==> config.mk <==
export PLATFORM = sky130hd
export DESIGN_NAME = instr_sequencer_flat
export DESIGN_NICKNAME = d
export VERILOG_FILES = /design/src/rtl/instr_sequencer_if.sv /design/src/rtl/instr_sequencer.sv /design/src/flat_wrapper.sv
export SDC_FILE = /design/constraint.sdc
export NUM_CORES = 1
export LEC_CHECK = 0
export BUFFER_PORTS_ARGS = -buffer_cell sky130_fd_sc_hd__buf_2
export CELL_PAD_IN_SITES_DETAIL_PLACEMENT = 1
export CELL_PAD_IN_SITES_GLOBAL_PLACEMENT = 2
export CORE_AREA = 2 2 164 166
export CTS_CLUSTER_DIAMETER = 200
export DETAILED_ROUTE_END_ITERATION = 10
export DIE_AREA = 0 0 166 168
export GPL_TIMING_DRIVEN = 0
export PLACE_DENSITY_LB_ADDON = 0.1
export SKIP_LAST_GASP = 1
export SLEW_MARGIN = 20
export SYNTH_ARGS = -nofsm -noshare
export SYNTH_HDL_FRONTEND = slang
export SYNTH_SLANG_ARGS = --single-unit
==> constraint.sdc <==
create_clock -name clk -period 5.53 [get_ports clk]
set_input_delay 0.553 -clock clk [delete_from_list [all_inputs] [get_ports clk]]
set_output_delay 0.553 -clock clk [all_outputs]
set_load 0.005 [all_outputs]
==> src/rtl/instr_sequencer_if.sv <==
// ---------------------------------------------------------------------------
// instr_sequencer_if
// Groups the program-load, start, opcode handshake and result signals of
// instr_sequencer.
//   slave  : the sequencer (drives opcode/opcode_valid/res_*/busy/done)
//   master : the environment (program loader + CPU datapath)
// Signals:
//   load_en/load_addr/load_data : program memory write port
//   start/prog_len              : run request and instruction count
//   opcode/opcode_valid         : instruction presented to the CPU
//   opcode_ready/cpu_result     : CPU acceptance and combinational result
//   res_valid/res_data/res_index: captured result, one-cycle pulse
//   busy/done                   : run status and completion pulse
// ---------------------------------------------------------------------------
interface instr_sequencer_if #(
    parameter int DEPTH = 16,
    parameter int OPW   = 19
);
    localparam int AW = $clog2(DEPTH);

    logic           load_en;
    logic [AW-1:0]  load_addr;
    logic [OPW-1:0] load_data;
    logic           start;
    logic [AW:0]    prog_len;
    logic [OPW-1:0] opcode;
    logic           opcode_valid;
    logic           opcode_ready;
    logic [7:0]     cpu_result;
    logic           res_valid;
    logic [7:0]     res_data;
    logic [AW-1:0]  res_index;
    logic           busy;
    logic           done;

    modport slave (
        input  load_en, load_addr, load_data, start, prog_len,
               opcode_ready, cpu_result,
        output opcode, opcode_valid, res_valid, res_data, res_index,
               busy, done
    );

    modport master (
        output load_en, load_addr, load_data, start, prog_len,
               opcode_ready, cpu_result,
        input  opcode, opcode_valid, res_valid, res_data, res_index,
               busy, done
    );
endinterface

==> src/rtl/instr_sequencer.sv <==
// ---------------------------------------------------------------------------
// instr_sequencer
// Holds a small program memory, then on start streams len = min(prog_len,
// DEPTH) instructions to a CPU datapath over a valid/ready handshake,
// capturing the CPU's combinational result for each accepted instruction.
// Ports:
//   clk : sole clock, rising edge
//   rst : synchronous active-high reset (memory contents retained)
//   bus : instr_sequencer_if.slave (load, start, opcode handshake, results)
// ---------------------------------------------------------------------------
module instr_sequencer #(
    parameter int DEPTH = 16,
    parameter int OPW   = 19
) (
    input  logic              clk,
    input  logic              rst,
    instr_sequencer_if.slave  bus
);
    localparam int          AW        = $clog2(DEPTH);
    localparam logic [AW:0] DEPTH_LEN = (AW+1)'(DEPTH);
    localparam logic [AW:0] LEN_ONE   = (AW+1)'(1);

    typedef enum logic [1:0] {
        S_IDLE,
        S_RUN,
        S_DONE
    } state_t;

    state_t         state, next_state;
    logic [OPW-1:0] mem [0:DEPTH-1];
    logic [AW-1:0]  pc;
    logic [AW:0]    len;
    logic           transfer;
    logic           last;
    logic           start_ok;

    always_comb begin
        transfer = (state == S_RUN) && bus.opcode_ready;
        last     = ({1'b0, pc} == (len - LEN_ONE));
        start_ok = bus.start && (bus.prog_len != '0);
    end

    // State register
    always_ff @(posedge clk) begin
        if (rst) state <= S_IDLE;
        else     state <= next_state;
    end

    // Next-state logic
    always_comb begin
        next_state = state;
        case (state)
            S_IDLE:  if (start_ok) next_state = S_RUN;
            S_RUN:   if (transfer && last) next_state = S_DONE;
            S_DONE:  next_state = S_IDLE;
            default: next_state = S_IDLE;
        endcase
    end

    // Output logic
    always_comb begin
        bus.opcode       = '0;
        bus.opcode_valid = 1'b0;
        bus.busy         = 1'b0;
        bus.done         = 1'b0;
        case (state)
            S_RUN: begin
                bus.opcode       = mem[pc];
                bus.opcode_valid = 1'b1;
                bus.busy         = 1'b1;
            end
            S_DONE:  bus.done = 1'b1;
            default: ;
        endcase
    end

    // Program memory: written only in IDLE, never cleared by reset. A write
    // in the start cycle lands before RUN reads it on the following cycle.
    always_ff @(posedge clk) begin
        if (!rst && state == S_IDLE && bus.load_en)
            mem[bus.load_addr] <= bus.load_data;
    end

    // Datapath: pc/len and captured result
    always_ff @(posedge clk) begin
        if (rst) begin
            pc            <= '0;
            len           <= '0;
            bus.res_valid <= 1'b0;
            bus.res_data  <= '0;
            bus.res_index <= '0;
        end else begin
            bus.res_valid <= transfer;
            if (transfer) begin
                bus.res_data  <= bus.cpu_result;
                bus.res_index <= pc;
                if (!last) pc <= pc + AW'(1);
            end
            if (state == S_IDLE && start_ok) begin
                pc  <= '0;
                len <= (bus.prog_len > DEPTH_LEN) ? DEPTH_LEN : bus.prog_len;
            end
        end
    end
endmodule

==> src/flat_wrapper.sv <==
// flat-port wrapper written by rule: the top's interface ports become plain ports
module instr_sequencer_flat 
#(
    parameter int DEPTH = 16,
    parameter int OPW   = 19
)
  (clk, rst, bus_load_en, bus_load_addr, bus_load_data, bus_start, bus_prog_len, bus_opcode_ready, bus_cpu_result, bus_opcode, bus_opcode_valid, bus_res_valid, bus_res_data, bus_res_index, bus_busy, bus_done);
  instr_sequencer_if #(.DEPTH(DEPTH), .OPW(OPW)) bus_i ();
  input  logic clk;
  input  logic rst;
  input wire logic [$bits(bus_i.load_en)-1:0] bus_load_en;
  input wire logic [$bits(bus_i.load_addr)-1:0] bus_load_addr;
  input wire logic [$bits(bus_i.load_data)-1:0] bus_load_data;
  input wire logic [$bits(bus_i.start)-1:0] bus_start;
  input wire logic [$bits(bus_i.prog_len)-1:0] bus_prog_len;
  input wire logic [$bits(bus_i.opcode_ready)-1:0] bus_opcode_ready;
  input wire logic [$bits(bus_i.cpu_result)-1:0] bus_cpu_result;
  output wire logic [$bits(bus_i.opcode)-1:0] bus_opcode;
  output wire logic [$bits(bus_i.opcode_valid)-1:0] bus_opcode_valid;
  output wire logic [$bits(bus_i.res_valid)-1:0] bus_res_valid;
  output wire logic [$bits(bus_i.res_data)-1:0] bus_res_data;
  output wire logic [$bits(bus_i.res_index)-1:0] bus_res_index;
  output wire logic [$bits(bus_i.busy)-1:0] bus_busy;
  output wire logic [$bits(bus_i.done)-1:0] bus_done;
  assign bus_i.load_en = bus_load_en;
  assign bus_i.load_addr = bus_load_addr;
  assign bus_i.load_data = bus_load_data;
  assign bus_i.start = bus_start;
  assign bus_i.prog_len = bus_prog_len;
  assign bus_i.opcode_ready = bus_opcode_ready;
  assign bus_i.cpu_result = bus_cpu_result;
  assign bus_opcode = bus_i.opcode;
  assign bus_opcode_valid = bus_i.opcode_valid;
  assign bus_res_valid = bus_i.res_valid;
  assign bus_res_data = bus_i.res_data;
  assign bus_res_index = bus_i.res_index;
  assign bus_busy = bus_i.busy;
  assign bus_done = bus_i.done;
  instr_sequencer #(.DEPTH(DEPTH), .OPW(OPW)) u_core (.clk(clk), .rst(rst), .bus(bus_i));
endmodule
==> impl_metrics.toml <==
[global_routing]
grt_pass1_vias = 7041
globalRoute.totalOverflow = 0
antenna_found_initial = 2
grt_pass1_wl_um = 45900
grt_use_total = 0.228
grt_max_degree = 17

[finish]
areaGrowthSynthToFinish_pct = 18.8
layoutNonFillerInstCount = 1101
drive_gt1_frac = 0.361
num-nets-final = 778
fill_cells = 2267
final_cell_area_um2 = 15200

[placed_design]
dp_cells = 1039
portBuffers = 75
dp_hpwl_um = 19800
gp_congestion = 0.675
placed_area_um2 = 14100

[synthesis]
yosys.area.top_type = "edfxtp_1"
synth-seq-cells = 332
synthArstFlopShare = 0
synth-edff-count = 304
synth.most_common_cell = "edfxtp_1"
synthesis.instances = 599
syn_nets = 642
netlist.area_leader.share = 0.713
synthFlopType = "edfxtp_1"
netlist_area_um2 = 12800
ys_seq_area_frac = 0.756
avgSynthCellArea_um2 = 21.4
yosys-top-cells-area = "edfxtp_1, mux4_2, dfxtp_1, nand2_1, and2_1"
yosys_warnings = 0
synth.top_cells.by_count = "edfxtp_1, mux4_2, nand2_1"
synth_cell_types = 38

[critical_path]
crit_required_ns = 4.98
slowest_delay_ns = 0.56
cp-end-kind = "output pin"
crit_chain = "clkbuf_1 -> buf_2 -> mux4_2 -> mux4_2 -> and2_1 -> buf_2"
path_max_fanout = 10
r2r_setup_slack_ns = 2.90
critPathKind = "flop to output pin"
critical_path.startpoint_type = "flop"
arrival_ns = 3.16
crit_family = "buffers and inverters"
path_buf_inv = 3
critPathSlowestCell = "clkbuf_1"

[routing]
routed_wl_um = 31000
drtIter0Drc = 537
remaining_drc_errors = 0
vias = 6438
via_per_inst = 5.85
wl_per_cell_um = 28.1
first_pass_iters = 4
ant_nets = 0

[hold_path]
hold_class = "input port to flop"

[cts]
cts_tree = "yes"
clock-sinks = 332
clk_pin_slew_worst_paths_ns = 0.06
numCtsBuffers = 35
clk_path_buf_depth = 3
cts-root-buf = "clkbuf_16"
post_cts_resized = 0
cts-htree-levels = 2
ctsHoldBuffers = 0
clk_latency_ns = 0.51
cts_setup_buffers = 0

[outcome]
status = "complete, no violations"

[timing]
worstMarginPinSlew_ns = 0.945
whs_ns = 0.267
hold_violations = 0
finalSetupViolations = 0
tns_ns = 0
timing.final.crit_period_ns = 3.72
rsz0062_at_grt = "false"
min_period_over_period = 0.672
skew_ns = 0.0161
maxSlewViolCount = 0
fmax_ghz = 0.269
slew_headroom = 0.370

[power]
power-per-cell-area_nw_per_um2 = 342
leakagePower_nw = 4.89
power_mw = 5.21
peakVddDrop_mv = 0.195

[die]
io-pin-count = 76
core_um2 = 26400
dieWidth_um = 166
die_y_um = 168
num_rows = 60
start_util = 0.486
dieArea_um2 = 27900

[job]
maxCapViolations = 0
## worst register-to-register path: stages (launching register included)
cell and delay (ns):
dfxtp_1 0.34, nor4b_1 0.50, nor2b_1 0.25, nand2_1 0.24
nor3_2 0.60, buf_6 0.25, buf_4 0.17
## sequential cells by signal, indices dropped and copies added, names as in the netlist, named ones only
register              cells
u_core.bus.res_data       8
u_core.bus.res_index      4
u_core.bus.res_valid      1
u_core.pc                 4
u_core.len                5
u_core.mem              304
u_core.state              2
## kinds of logic after synthesis
group | count (synthesis) | share of synthesized area
buffers and inverters | 31 | 0.0133
adders and majority gates | 2 | 0.00195
DFF | 332 | 0.756
xor gates and xnor gates | 5 | 0.00342
muxes | 97 | 0.169
AOI/OAI and AO/OA | 29 | 0.0142
and+or+nand+nor | 103 | 0.0423
## routing by layer
metal | routed length, um | track usage | part of all wire | vias to the layer above
li1 | - | - | - | 2748
met1 | 12300 | 0.295 | 0.40 | 3427
met2 | 16200 | 0.399 | 0.52 | 197
met3 | 1570 | 0.0346 | 0.051 | 64
met4 | 879 | 0.0771 | 0.028 | 2
met5 | 11 | 0 | 0.00036 | -
## cell usage in the layout, fill, tap and decap left out, drive strengths merged
cell    instances
edfxtp        304
buf           115
mux4           95
clkbuf         60
nand2          39
dfxtp          28
and2           21
a21oi          18
nor2           17
clkinv         11
nand3b          5
nor3            5
xor2            4
nor2b           3
nand2b          3
nand4b          3
inv             3
o21ai           3
mux2i           2
or4b            2
o211ai          2
a21boi          2
ha              2
bufinv          2
diode           1
nor4b           1
nand3           1
or4             1
o211a           1
o32ai           1
xnor2           1
o2111a          1
a311oi          1
nand4           1
or3             1
## where the power goes
part	total (mW)	switching, mW	internal, mW
combinational	0.190	0.112	0.0774
sequential	2.76	0.00793	2.76
clock	2.25	0.948	1.31
## per-stage QoR
step | utilization | setup slack, ns
after global placement | 0.517 | 0.419
after detailed placement | 0.536 | 2.36
after floorplan | - | 2.55
after global routing | 0.577 | 1.76
after CTS | 0.577 | 1.82
final | 0.577 | 1.81
## final timing paths
path / startpoint / endpoint / cells after the start
min: bus_opcode_ready / u_core.state[0] / 2
min reg2reg: u_core.bus.res_index[1] / u_core.bus.res_index[1] / 2
max reg2reg: u_core.state[1] / u_core.mem[8][0] / 6
max: flop / bus_opcode[8] / 6
## area by class of cell
cell class / count / area [um^2] / share of cell area
diodes: 1 / 2.50 / 0.000164
plain buffers: 29 / 163 / 0.0107
clock buffers: 47 / 952 / 0.0626
clock inverters: 14 / 131 / 0.00863
inverters: 2 / 7.51 / 0.000493
multi-input cells: 236 / 3060 / 0.201
flip-flops and latches: 332 / 9690 / 0.637
well taps: 341 / 427 / 0.0280
repair buffers: 99 / 781 / 0.0513
Note: power is estimated with default switching activity, not from simulation.
